`src/rtl/fsm_core_pkg.sv`:
```
// Shared types for the fsm_core detector: the state type with its fixed
// two-bit binary encoding.
package fsm_core_pkg;

    typedef enum logic [1:0] {
        Q0 = 2'b00,
        Q1 = 2'b01,
        Q2 = 2'b10,
        Q3 = 2'b11
    } state_e;

    function automatic logic is_detect(input state_e s);
        return s == Q2;
    endfunction

endpackage

```
`src/rtl/fsm_core.sv`:
```
// Moore detector: j is high while two or more consecutive 1s have been sampled on i.
// A 1 seen in the release state starts a new run.
module fsm_core
    import fsm_core_pkg::*;
(
    input  logic clk,
    input  logic rst,
    input  logic i,
    output logic j
);

    state_e state_q, state_d;
    logic   j_q;

    always_ff @(posedge clk) begin
        if (!rst) begin
            state_q <= Q0;
        end else begin
            state_q <= state_d;
        end
    end

    always_comb begin
        state_d = Q0;
        unique case (state_q)
            Q0:      state_d = i ? Q1 : Q0;
            Q1:      state_d = i ? Q2 : Q0;
            Q2:      state_d = i ? Q2 : Q3;
            Q3:      state_d = i ? Q1 : Q0;
            default: state_d = Q0;
        endcase
    end

    // Decoded from the next state so j moves on the same edge as state_q.
    always_ff @(posedge clk) begin
        if (!rst) begin
            j_q <= 1'b0;
        end else begin
            j_q <= is_detect(state_d);
        end
    end

    assign j = j_q;

endmodule

```
`config.mk`:
```
export PLATFORM = sky130hd
export DESIGN_NAME = fsm_core
export DESIGN_NICKNAME = d
export VERILOG_FILES = /design/src/rtl/fsm_core_pkg.sv /design/src/rtl/fsm_core.sv
export SDC_FILE = /design/constraint.sdc
export NUM_CORES = 1
export LEC_CHECK = 0
export BUFFER_PORTS_ARGS = -buffer_cell sky130_fd_sc_hd__buf_4
export CAP_MARGIN = 20
export CORE_AREA = 2 2 39 41
export DETAILED_ROUTE_END_ITERATION = 10
export DIE_AREA = 0 0 41 43
export PLACE_DENSITY = 0.36
export SETUP_SLACK_MARGIN = 0.15
export SYNTH_ARGS = -nofsm -noshare
export SYNTH_HDL_FRONTEND = slang
export SYNTH_SLANG_ARGS = --single-unit
```
`constraint.sdc`:
```
create_clock -name clk -period 2.4 [get_ports clk]
set_input_delay 0.24 -clock clk [delete_from_list [all_inputs] [get_ports clk]]
set_output_delay 0.24 -clock clk [all_outputs]
set_load 0.1 [all_outputs]
```
==> results, run 1 <==
- The clock slew seen by the registers of the worst setup and hold paths is roughly 40 ps.
- The number of buffers and inverters on the critical path is 1.
- The worst clock skew is 0.815 ps.
- The summed instance area of the synthesized netlist is between 100 and 150 sq um.
- In this run the core area contains 14 standard-cell rows.
- The die covers 1760 sq um.
- The first global-routing pass estimated 400 um of wire.
- Measured along the y axis, the die boundary spans roughly 43 um.
- Summing the areas of all compound-gate instances in the mapped netlist gives 0% of the synthesized area.
- For this block, the initial DRC count from the detailed router was 4.
- The number of hold buffers added after CTS was 0.
- The count of max-cap constraint violations is 0.
- For this run, the number of Yosys warnings is 0.
- The number of failing hold endpoints at the final stage is 0.
- The area growth from synthesis to layout is 50.0%.
- The initial antenna violation count is 0.
- The cell with the biggest individual delay on the critical path is sky130_fd_sc_hd__dfxtp_1.
- The final layout contains routed wiring with a total length of 228 um.
- The arrival time of data at the critical path endpoint is roughly 810 ps.
- Port buffering added 3 buffers.
- The horizontal die dimension is 41 um.
- Among all cell types in the netlist, the one instantiated most often is sky130_fd_sc_hd__dfxtp_1.
- The clock period minus final worst setup slack is 1050 ps.
- The post-route non-filler standard cell count is 37.
- The worst pin sits at a relative slew slack of about four fifths.
- In the synthesized netlist, the number of instances is 14.
- Yosys mapped a number of flops with a built-in enable equal to 0.
- Setup repair after global routing left no endpoint under its margin.
- The simple-gate portion of the synthesized area is between 10% and 20%.
- The largest incremental delay on the critical path is about 300 ps.
- The maximum fanout encountered on the critical timing path is 1.
- The effective utilization at floorplan is 9.95%.
- For this run, design rule violations remaining after detail routing come to 0.
- Multiplexer cells account for roughly 15% of the synthesized area.
- For this run, the leading register cell type out of synthesis is sky130_fd_sc_hd__dfxtp_1.
- The class of the most critical hold timing path is in2reg.
- The number of synthesized register bits is 3.
- The worst-case IR drop observed on VDD is 0.340 mV.
- The cell count after placement is 33.
- The final antenna-violating net count is 0.
- The main combinational cell family by area after synthesis is adder cells.
- In the global route stage, overall resource usage came out at under 10%.
- Of the post-synthesis cell area, the dominant cell type holds a little over two fifths.
- The total iterations of the first detailed-routing run is 4.
- The analysis attributes to cell leakage a power of a little under 0.00009 uW.
- At the pin with the least slew margin, the transition time is ~280 ps.
- Cells fill 14.9% of the core in the end.
- Summing the areas of all fa, ha and maj instances in the mapped netlist gives between 10% and 20% of the synthesized area.
- The buffer cell driving the clock tree root is sky130_fd_sc_hd__clkbuf_4.
- The setup path with the least slack is of type reg2out.
- The sequential element share of the synthesized area is between 40% and 50%.
- Global routing finished with a remaining overflow of 0.
- The number of CTS-inserted buffers is 3.
- The synthesized design spends more area on one cell type than any other, namely sky130_fd_sc_hd__dfxtp_1.
- Total power for the finished layout comes to ~160 uW.
- The via count of the first global-routing pass came to 114.
- The count of inserted antenna diode cells is 0.
- The fraction of synthesized cell area in xor and xnor cells is 0%.
- For this design, the sink count on the clock tree is 3.
- The finished cells cover 206 sq um.
- The core region area is about 1400 sq um.
- After the last flow step, the layout net total stands at 27.
- After layout, the worst path uses around 44% of the clock period.
- The number of buffers on the longest clock path is 2.
- The clock insertion delay at the later pin of the skew report is ~230 ps.
- Of the cells placed in the final design, the portion with a size suffix greater than 1 is 28.6%.
- The number of setup violations in the final report is 0.
- 4 I/O pins were placed.
- Walking the worst path, the cells encountered are buf_4.
- The run finished with clean final reports.
- The area after detailed placement is 180 sq um.
- The post-CTS resize count is 0.
- The final weighted congestion in routability-driven placement is 0.634.
- Fill cells in the final layout number around 150.
- Dividing total power by cell area gives a power density of between 700 and 800 nW/um^2.
- The synthesized net count is 19.
- The number of H-tree levels is 1.
- Synthesis instantiated 8 different standard cells from the library.
- Dividing the detail-routed wire length by the instance count gives ~6.2 um.
- The average instance in the mapped netlist occupies 9.83 sq um.
- After synthesis, the cell types taking the most area are sky130_fd_sc_hd__dfxtp_1 (44%), sky130_fd_sc_hd__ha_1 (18%), sky130_fd_sc_hd__mux2i_1 (15%), sky130_fd_sc_hd__nor2b_1 (9.1%), sky130_fd_sc_hd__inv_1 (5.5%).
- Among cell families on the critical path, the largest total delay comes from flip-flops.
- The critical path startpoint category is a register.
- Detailed placement ended at an HPWL of ~170 um.
- The post-CTS repair timing setup buffer count is 0.
- The final number of max-transition violations is 0.
- The largest net degree at the start of global routing is 4.
- The aggregate negative setup slack is 0 ps.
- The critical path capture point type is an output port.
- The commonest cells after synthesis are sky130_fd_sc_hd__dfxtp_1 (3), sky130_fd_sc_hd__ha_1 (2), sky130_fd_sc_hd__inv_1 (2), sky130_fd_sc_hd__mux2i_1 (2), sky130_fd_sc_hd__nor2b_1 (2).
- The fraction of synthesis flops using an asynchronous set or reset pin is 0%.
- The via count of the routed design is roughly 120.
- The via count normalized by instance count is ~3.1.
- Static timing analysis puts the maximum clock frequency at approximately 950 MHz.
- TritonCTS built the clock tree.
- The endpoint required time on the critical path is 2160 ps.
cells by family after synthesis:
logic type	count (synthesis)
multiplexers	2
buffers and inverters	2
AND/OR/NAND/NOR	5
flip-flops	3
adder cells (fa/ha/maj)	2
registers in the layout, summed over array words and instances (netlist names):
register,cells
j,1
state_q,2
final timing paths:
path                      to  depth (start not counted)        from  slack [ps]
hold reg to reg            j                          2  state_q[1]         560
hold / removal    state_q[1]                          2         rst         240
setup / recovery           j                          1           j        1350
setup reg to reg  state_q[0]                          4  state_q[0]        1390
through the flow:
step           setup WS (ps)  hold WS, ps
2_1_floorplan           1250          358
3_3_place_gp            1450          474
3_5_place_dp            1420          477
4_1_cts                 1340          237
5_1_grt                 1330          265
6_report                1350          237
layout make-up:
class	instances	area [sq um]	share of cell area (%)
clock buffer	4	26.3	12.7
inverter	2	7.51	3.64
multi-input combinational	9	70.1	33.9
sequential	3	60.1	29.1
tap	16	20.0	9.70
timing repair buffer	3	22.5	10.9
cells in the final DEF, fill, tap and decap left out:
cell type	count
sky130_fd_sc_hd__dfxtp_1	3
sky130_fd_sc_hd__nor3_1	1
sky130_fd_sc_hd__mux2i_1	2
sky130_fd_sc_hd__nor2_1	1
sky130_fd_sc_hd__clkbuf_1	1
sky130_fd_sc_hd__nand2_1	1
sky130_fd_sc_hd__nor2b_1	2
sky130_fd_sc_hd__clkbuf_4	3
sky130_fd_sc_hd__ha_1	2
sky130_fd_sc_hd__inv_1	2
sky130_fd_sc_hd__buf_4	3
per-layer routing:
metal	wire length, um	vias to the layer above	share of wire (%)	GRT usage [%]
met5	0	-	0	0
met4	0	0	0	0
met3	55	0	24	7.85
met2	70	10	31	4.06
met1	102	49	45	3.85
li1	-	57	-	-
report_power, final:
group | internal, uW | switching, uW | total [uW] | leakage (uW)
sequential | 53.0 | 1.33 | 54.3 | 0.0000245
clock | 62.3 | 25.6 | 87.8 | 0.0000150
combinational | 8.99 | 10.0 | 19.0 | 0.0000486
Note: power is estimated with default switching activity, not from simulation.
==> run 2: changes to the inputs <==
==> constraint.sdc (replaced) <==
create_clock -name clk -period 1.03 [get_ports clk]
set_input_delay 0.103 -clock clk [delete_from_list [all_inputs] [get_ports clk]]
set_output_delay 0.103 -clock clk [all_outputs]
set_load 0.1 [all_outputs]
==> run 2 against run 1 <==
Die area stayed put. Critical path type is now reg2reg. Combinational power grew to 3.3 times the previous value. Highest routed layer is now met4. Clock skew is 1.9 ps higher.
==> results, run 2 (synthesized netlist as in run 1, its figures left out) <==
- The TritonCTS sink count was 3 (unchanged).
- The horizontal die dimension is 41 um (unchanged).
- The area after detailed placement was 183 sq um (+1.4%).
- The startpoint identified for the worst register-to-register timing path is state_q[0].
- From synthesis to final layout, the design area changed by 81.8%.
- The clock insertion delay at the later pin of the skew report was 230 ps (about the same).
- The min-delay analysis places its worst path in the category in2reg.
- The count of input and output buffers is 3 (unchanged).
- The post-layout instance area is 250 sq um (+21%).
- The share of the cycle needed by the critical path after routing is 89.1%.
- Leaving out fill and tap cells, the most frequent cells in the layout are sky130_fd_sc_hd__clkbuf_4 (3), sky130_fd_sc_hd__buf_4 (3), sky130_fd_sc_hd__dfxtp_2 (3).
- The routed length per placed instance is 7.34 um (+19%).
- The critical path starts at state_q[0].
- The initial DRC count is 2 (-2).
- For the finished layout, the period the worst path requires is about 920 ps.
- The aggregate negative setup slack came to 0 ps (unchanged).
- The flip-flop count of the largest register after layout is 2 (unchanged).
- The number of top-level pins is 4 (unchanged).
- The cell depth of the worst hold path came to 2 (unchanged).
- The worst-case setup slack after placement is 66.9 ps (-1350 ps).
- The startpoint identified for the worst hold timing path is rst.
- The worst setup path is captured at a register.
- The core region area was 1380 sq um (unchanged).
- The worst clock skew is 2.72 ps (+1.91 ps).
- The critical path startpoint category is a register.
- The worst reg-to-reg setup slack came to 110 ps (-1280 ps).
- The wire length of the first global-routing pass is 469 um (+17%).
- The final antenna-violating net count is 0 (unchanged).
- The number of failing hold endpoints at the final stage came to 0 (unchanged).
- The initial antenna violation count was 0 (unchanged).
- The number of CTS-inserted buffers is 3 (unchanged).
- The count of inserted antenna diode cells is 0 (unchanged).
- The via count of the first global-routing pass was 122 (+7.0%).
- The final worst-path setup slack is 112 ps (-1240 ps).
- The clock slew seen by the registers of the worst setup and hold paths is 30 ps (about the same).
- The detailed-route DRC error count is 0 (unchanged).
- The total iterations of the first detailed-routing run is 2 (-2).
- The number of buffers on the longest clock path is 2 (unchanged).
- The global routing usage summed across all routing layers is 4.91% (+0.90 points).
- The maximum fanout encountered on the critical timing path is 2 (+1).
- The tree is rooted in a sky130_fd_sc_hd__clkbuf_4.
- The via count normalized by instance count is 3.05 (-2.6%).
- The path with the worst hold slack has its endpoint at state_q[0].
- The die outline area is 1760 sq um (unchanged).
- The power density over the cells is 1570 nW/um^2 (+100%).
- By startpoint and endpoint, the worst setup path is classified as reg2reg.
- The via count of the routed design is 116 (unchanged).
- The endpoint of the worst-slack reg-to-reg timing path is state_q[0].
- The relative slew slack is 90.1% (+8.4 points).
- The number of H-tree levels is 1 (unchanged).
- TritonCTS built the clock tree.
- The die outline height was 43 um (unchanged).
- The count of max-cap constraint violations is 0 (unchanged).
- The number of setup violations in the final report is 0 (unchanged).
- The peak ir drop on the vdd network is 0.839 mV (+150%).
- The actual slew at the worst max-slew pin is 144 ps (-133 ps).
- The number of cells on the worst reg-to-reg path is 4 (unchanged).
- Setup repair after global routing could not meet its margin everywhere.
- The total number of placement rows is 14 (unchanged).
- For this run, the top clock speed supported by timing is ~1100 MHz.
- The leakage power of the design is 0.0000972 uW (+10%).
- The register ranked first by flip-flop count is state_q.
- The fraction of final layout cells sized beyond drive strength 1 is 63.6% (+35 points).
- The net total in the final layout is 28 (+3.7%).
- The overall overflow remaining after global route is 0 (unchanged).
- The total wire length after detailed routing is 279 um (+22%).
- The flow ran to the end, and the final reports show no timing, DRC or antenna violations.
- The largest net degree at the start of global routing is 4 (unchanged).
- The final number of max-transition violations came to 0 (unchanged).
- The final weighted congestion in routability-driven placement is 0.645 (+1.7%).
- The effective utilization at floorplan is 9.95% (unchanged).
- The endpoint required time on the critical path is 1140 ps (-1020 ps).
- The arrival time of data at the critical path endpoint was 1030 ps (+220 ps).
-- run 2: changes by cell type in the layout (fill, tap and decap cells not counted), sizes merged --
cell,previous run,this run
buf,3,4
-- run 2: worst max-delay path by stage --
stage	depth (start not counted)	endpoint
5_1_grt	4	state_q[0]
4_1_cts	4	state_q[0]
3_3_place_gp	4	state_q[0]
6_report	4	state_q[0]
2_1_floorplan	4	state_q[0]
3_5_place_dp	4	state_q[0]
-- run 2: layout make-up --
cell class | count | area [sq um]
clock buffer | 4 | 26.3
fill | 155 | 1130
inverter | 2 | 7.51
multi-input combinational | 9 | 95.1
sequential | 3 | 63.8
tap | 16 | 20.0
timing repair buffer | 4 | 37.5
-- run 2: layer usage --
metal / GRT usage (%) / vias up / share of wire, %
met1: 3.83 / 50 / 51
li1: - / 60 / -
met2: 5.00 / 4 / 39
met4: 4.00 / 0 / 2.2
met5: 0 / - / 0
met3: 7.85 / 2 / 7.2
-- run 2: through the flow --
| stage | util [%] | instances | hold WS [ps] | total power [uW] |
|---|---|---|---|---|
| final | 18.1 | 38 | 107 | 394 |
| after global routing | 18.1 | 38 | 123 | 426 |
| after CTS | 17.3 | 37 | 105 | 398 |
| after detailed placement | 13.2 | 33 | 342 | 173 |
| after global placement | 13.2 | 33 | 332 | 171 |
| after floorplan | - | 14 | 214 | 159 |
-- run 2: critical path: stages (launching register included) --
cell and delay (ps):
sky130_fd_sc_hd__dfxtp_2 320, sky130_fd_sc_hd__inv_2 40, sky130_fd_sc_hd__ha_4 230, sky130_fd_sc_hd__mux2i_1 150
sky130_fd_sc_hd__nor2b_1 60
-- run 2: repair_timing --
item	CTS	global route
hold buffers	0	0
buffers inserted	0	1
setup endpoints to repair	4	4
gates resized for setup	7	1
pin swaps	1	1
-- run 2: power breakdown --
group          internal, uW  leakage, uW  switching, uW
logic                  32.9    0.0000564           29.2
registers               125    0.0000258           5.06
clock network           145    0.0000150           56.6
==> run 3: changes to the inputs <==
--- a/config.mk
+++ b/config.mk
@@ -5,12 +5,13 @@
 export SDC_FILE = /design/constraint.sdc
 export NUM_CORES = 1
 export LEC_CHECK = 0
+export ABC_AREA = 1
 export BUFFER_PORTS_ARGS = -buffer_cell sky130_fd_sc_hd__buf_4
 export CAP_MARGIN = 20
 export CORE_AREA = 2 2 39 41
 export DETAILED_ROUTE_END_ITERATION = 10
 export DIE_AREA = 0 0 41 43
-export PLACE_DENSITY = 0.36
+export PLACE_DENSITY = 0.37
 export SETUP_SLACK_MARGIN = 0.15
 export SYNTH_ARGS = -nofsm -noshare
 export SYNTH_HDL_FRONTEND = slang
==> run 3 against run 2 <==
Non-clock buffer count shrank 1. Highest routed layer unchanged. First-iteration DRC count shrank 50%. Final area grew 2.0%. Sequential cell count is the same. Register-to-register slack is essentially flat. Sequential share of layout area shrank 0.50 points. Count of clock-buffer cells in the layout is the same. Clock power grew 3%. Power grew 15%.
==> results, run 3 <==
- The number of buffers on the longest clock path is 2 (unchanged).
- The total iterations of the first detailed-routing run is 2 (unchanged).
- The unique cell type count in the Yosys netlist is 9 (+1).
- The gate count of the mapped netlist is 18 (+4).
- By startpoint and endpoint, the worst setup path is classified as reg2reg.
- In the synthesized netlist, the cells that appear most often are sky130_fd_sc_hd__inv_1 (6), sky130_fd_sc_hd__dfxtp_1 (3), sky130_fd_sc_hd__ha_1 (2), sky130_fd_sc_hd__nand2_1 (2).
- Ranked by total cell area, the synthesized netlist is headed by sky130_fd_sc_hd__dfxtp_1 (41%), sky130_fd_sc_hd__ha_1 (17%), sky130_fd_sc_hd__inv_1 (15%), sky130_fd_sc_hd__nand3_2 (6.8%), sky130_fd_sc_hd__nand2_1 (5.1%).
- The count of buffer and inverter cells on the critical path is 1 (unchanged).
- The maximum fanout encountered on the critical timing path is 2 (unchanged).
- The net switching power of the design is 132 uW (+45%).
- The detailed-route DRC error count is 0 (unchanged).
- The core region area is 1380 sq um (unchanged).
- The highest achievable clock rate came to 1080 MHz (-0.91%).
- The overall overflow remaining after global route was 0 (unchanged).
- The post-route non-filler standard cell count is 41 (+7.9%).
- The routed length per placed instance is 6.80 um (-7.3%).
- In the post-synthesis netlist, the cell with the most instances is sky130_fd_sc_hd__inv_1.
- The clock insertion delay at the later pin of the skew report is 240 ps (about the same).
- The run finished with clean final reports.
- The relative slew slack is 91.6% (+1.5 points).
- The kind of cell with the highest combined delay along the critical path is flip-flops.
- The number of failing hold endpoints at the final stage is 0 (unchanged).
- The largest net degree at the start of global routing was 4 (unchanged).
- The share of the cycle needed by the critical path after routing is 89.9% (+0.82 points).
- The number of synthesized register bits is 3 (unchanged).
- The yosys synthesis warning count is 0 (unchanged).
- The final weighted congestion in routability-driven placement is 0.542 (-16%).
- The cell with the biggest individual delay on the critical path is sky130_fd_sc_hd__dfxtp_2.
- The final number of max-transition violations is 0 (unchanged).
- The arrival time of data at the critical path endpoint is 1050 ps (+20 ps).
- The initial DRC count is 1 (-1).
- The total wire length after detailed routing came to 279 um (unchanged).
- The horizontal die dimension came to 41 um (unchanged).
- The peak ir drop on the vdd network is 0.442 mV (-47%).
- The internal portion of total power is 321 uW (+6.0%).
- The power density over the cells is 1770 nW/um^2 (+13%).
- The number of H-tree levels was 1 (unchanged).
- Setup repair after global routing could not meet its margin everywhere.
- The TritonCTS sink count is 3 (unchanged).
- The worst reg-to-reg setup slack is 100 ps (about the same).
- The net total in the final layout is 31 (+11%).
- The clock slew seen by the registers of the worst setup and hold paths is 40 ps (about the same).
- The count of inserted antenna diode cells is 0 (unchanged).
- The switching share of power came to 29.1% (+6.1 points).
- The fraction of final layout cells sized beyond drive strength 1 is 72.0% (+8.4 points).
- The global routing usage summed across all routing layers came to 4.31% (-0.60 points).
- In the synthesized netlist the dominant register cell turns out to be sky130_fd_sc_hd__dfxtp_1.
- The leakage power of the design came to 0.000113 uW (+17%).
- More flip-flops sit in one register than any other, and that register is state_q.
- The number of CTS-inserted buffers is 3 (unchanged).
- The worst clock skew was 6.88 ps (+4.16 ps).
- The clock tree from TritonCTS is yes.
- The part of the total power dissipated in the clock network is 45.9% (-5.3 points).
- The critical path goes through inv_2 -> ha_4 -> nand2_2 -> o21ai_2 -> and2_1.
- The clock period minus final worst setup slack was 926 ps (+8.40 ps).
- The area after detailed placement came to 191 sq um (+4.8%).
- The count of max-cap constraint violations is 0 (unchanged).
- The via count of the routed design is 124 (+6.9%).
- The worst setup path is captured at a register.
- The post-CTS repair timing setup buffer count is 0 (unchanged).
- The portion of total power attributed to combinational logic is 23.1% (+7.3 points).
- The number of flops mapped to enable cells by yosys was 0 (unchanged).
- STA classifies the critical path startpoint as a register.
- The worst flop-to-flop path startpoint is state_q[0].
- The final antenna-violating net count came to 0 (unchanged).
- The first element of the critical path is state_q[0].
- The library cell used most frequently in the layout, excluding fill and tap cells, is sky130_fd_sc_hd__inv_1.
- The aggregate negative setup slack is 0 ps (unchanged).
- The synthesized net count was 23 (+4).
- The final standard cell utilization of the core is 18.4% (+0.36 points).
- The largest incremental delay on the critical path is 330 ps (about the same).
- The startpoint identified for the worst hold timing path is rst.
- The number of top-level pins came to 4 (unchanged).
- The total number of placement rows is 14 (unchanged).
- The half-perimeter wire length after placement is 189 um.
- The cell count after placement is 37 (+12%).
- The flip-flop count of the largest register after layout is 2 (unchanged).
- The summed instance area of the synthesized netlist was 146 sq um (+6.4%).
- The actual slew at the worst max-slew pin was 126 ps (-18.4 ps).
- The number of setup violations in the final report is 0 (unchanged).
- Compared with the post-synthesis result, the final layout area differs by 74.4%.
- Leaving out fill and tap cells, the most frequent cells in the layout are sky130_fd_sc_hd__inv_1 (4), sky130_fd_sc_hd__clkbuf_4 (3), sky130_fd_sc_hd__dfxtp_2 (3).
- Summed over all instances, the cell type with the most area after synthesis is sky130_fd_sc_hd__dfxtp_1.
- The sequential share of power is 31.0% (-2.0 points).
- The effective utilization at floorplan is 10.6% (+0.63 points).
- The post-layout instance area is 255 sq um (+2.0%).
- The fraction of synthesis flops using an asynchronous set or reset pin is 0% (unchanged).
- The die outline area is 1760 sq um (unchanged).
- The initial antenna violation count came to 0 (unchanged).
- The via count of the first global-routing pass is 125 (+2.5%).
- The via count normalized by instance count came to 3.02 (-0.93%).
- The share of Yosys cell area claimed by the top area cell type is 41.0% (-2.6 points).
- The endpoint required time on the critical path is 1160 ps (+20 ps).
- The worst hold slack is 101 ps (-6.60 ps).
- CTS placed an instance of sky130_fd_sc_hd__clkbuf_4 at the clock tree root.
- The die outline height is 43 um (unchanged).
- The sequential element share of the synthesized area was 41.0% (-2.6 points).
- The wire length of the first global-routing pass is 448 um (-4.5%).
- The synthesized area per cell is 8.13 sq um (-17%).
- The count of input and output buffers came to 3 (unchanged).
- The class of the most critical hold timing path is in2reg.
[run 3: cell types whose count changed after synthesis, sizes merged, moves of 2 or more]
cell   previous run  this run
nand2             1         3
nor2b             2         0
inv               2         6
mux2i             2         0
[run 3: area by class of cell]
| class | instances | area [sq um] |
|---|---|---|
| clock buffer | 4 | 26.3 |
| fill | 155 | 1130 |
| inverter | 6 | 22.5 |
| multi-input combinational | 9 | 87.6 |
| sequential | 3 | 63.8 |
| tap | 16 | 20.0 |
| timing repair buffer | 3 | 35.0 |
[run 3: layer usage]
layer	part of all wire, %	global-route usage [%]
met1	47	4.79
met2	41	5.00
met3	5.0	1.57
met4	6.8	6.00
met5	0	0
[run 3: cells by family (layout without fill, tap and decap cells)]
family                   Yosys count  count (layout)  share of synthesized area, %
AND/OR/NAND/NOR                    6               6                          23.1
buffers and inverters              6              13                          15.4
flip-flops                         3               3                          41.0
adder cells (fa/ha/maj)            2               2                          17.1
AO/OA/AOI/OAI                      1               1                          3.42
[run 3: per-stage QoR]
step / worst slack [ps] / total power (uW)
5_1_grt: 58.4 / 490
4_1_cts: 47.9 / 441
6_report: 104 / 453
3_5_place_dp: 38.7 / 214
3_3_place_gp: 58.2 / 210
2_1_floorplan: 91.1 / 193
[run 3: worst paths after layout]
| path | to | depth (start not counted) |
|---|---|---|
| worst min-delay path | state_q[0] | 2 |
| worst max-delay path | state_q[0] | 5 |
| worst max register to register | state_q[0] | 5 |
| worst min register to register | j | 4 |
[run 3: repair_timing]
item                                    CTS  global route
endpoints found under the setup margin    4             4
gates resized for setup                   4             7
pin swaps                                 3             3
endpoints found under the hold margin     0             0
hold buffers                              0             0
[run 3: power by group through the flow]
| stage | clock, uW | sequential (uW) | combinational, uW |
|---|---|---|---|
| final | 208 | 140 | 105 |
| after detailed placement | 0 | 137 | 76.9 |
| after global routing | 233 | 142 | 115 |
| after global placement | 0 | 136 | 74.5 |
| after CTS | 216 | 138 | 87.3 |
| after floorplan | 0 | 159 | 34.3 |
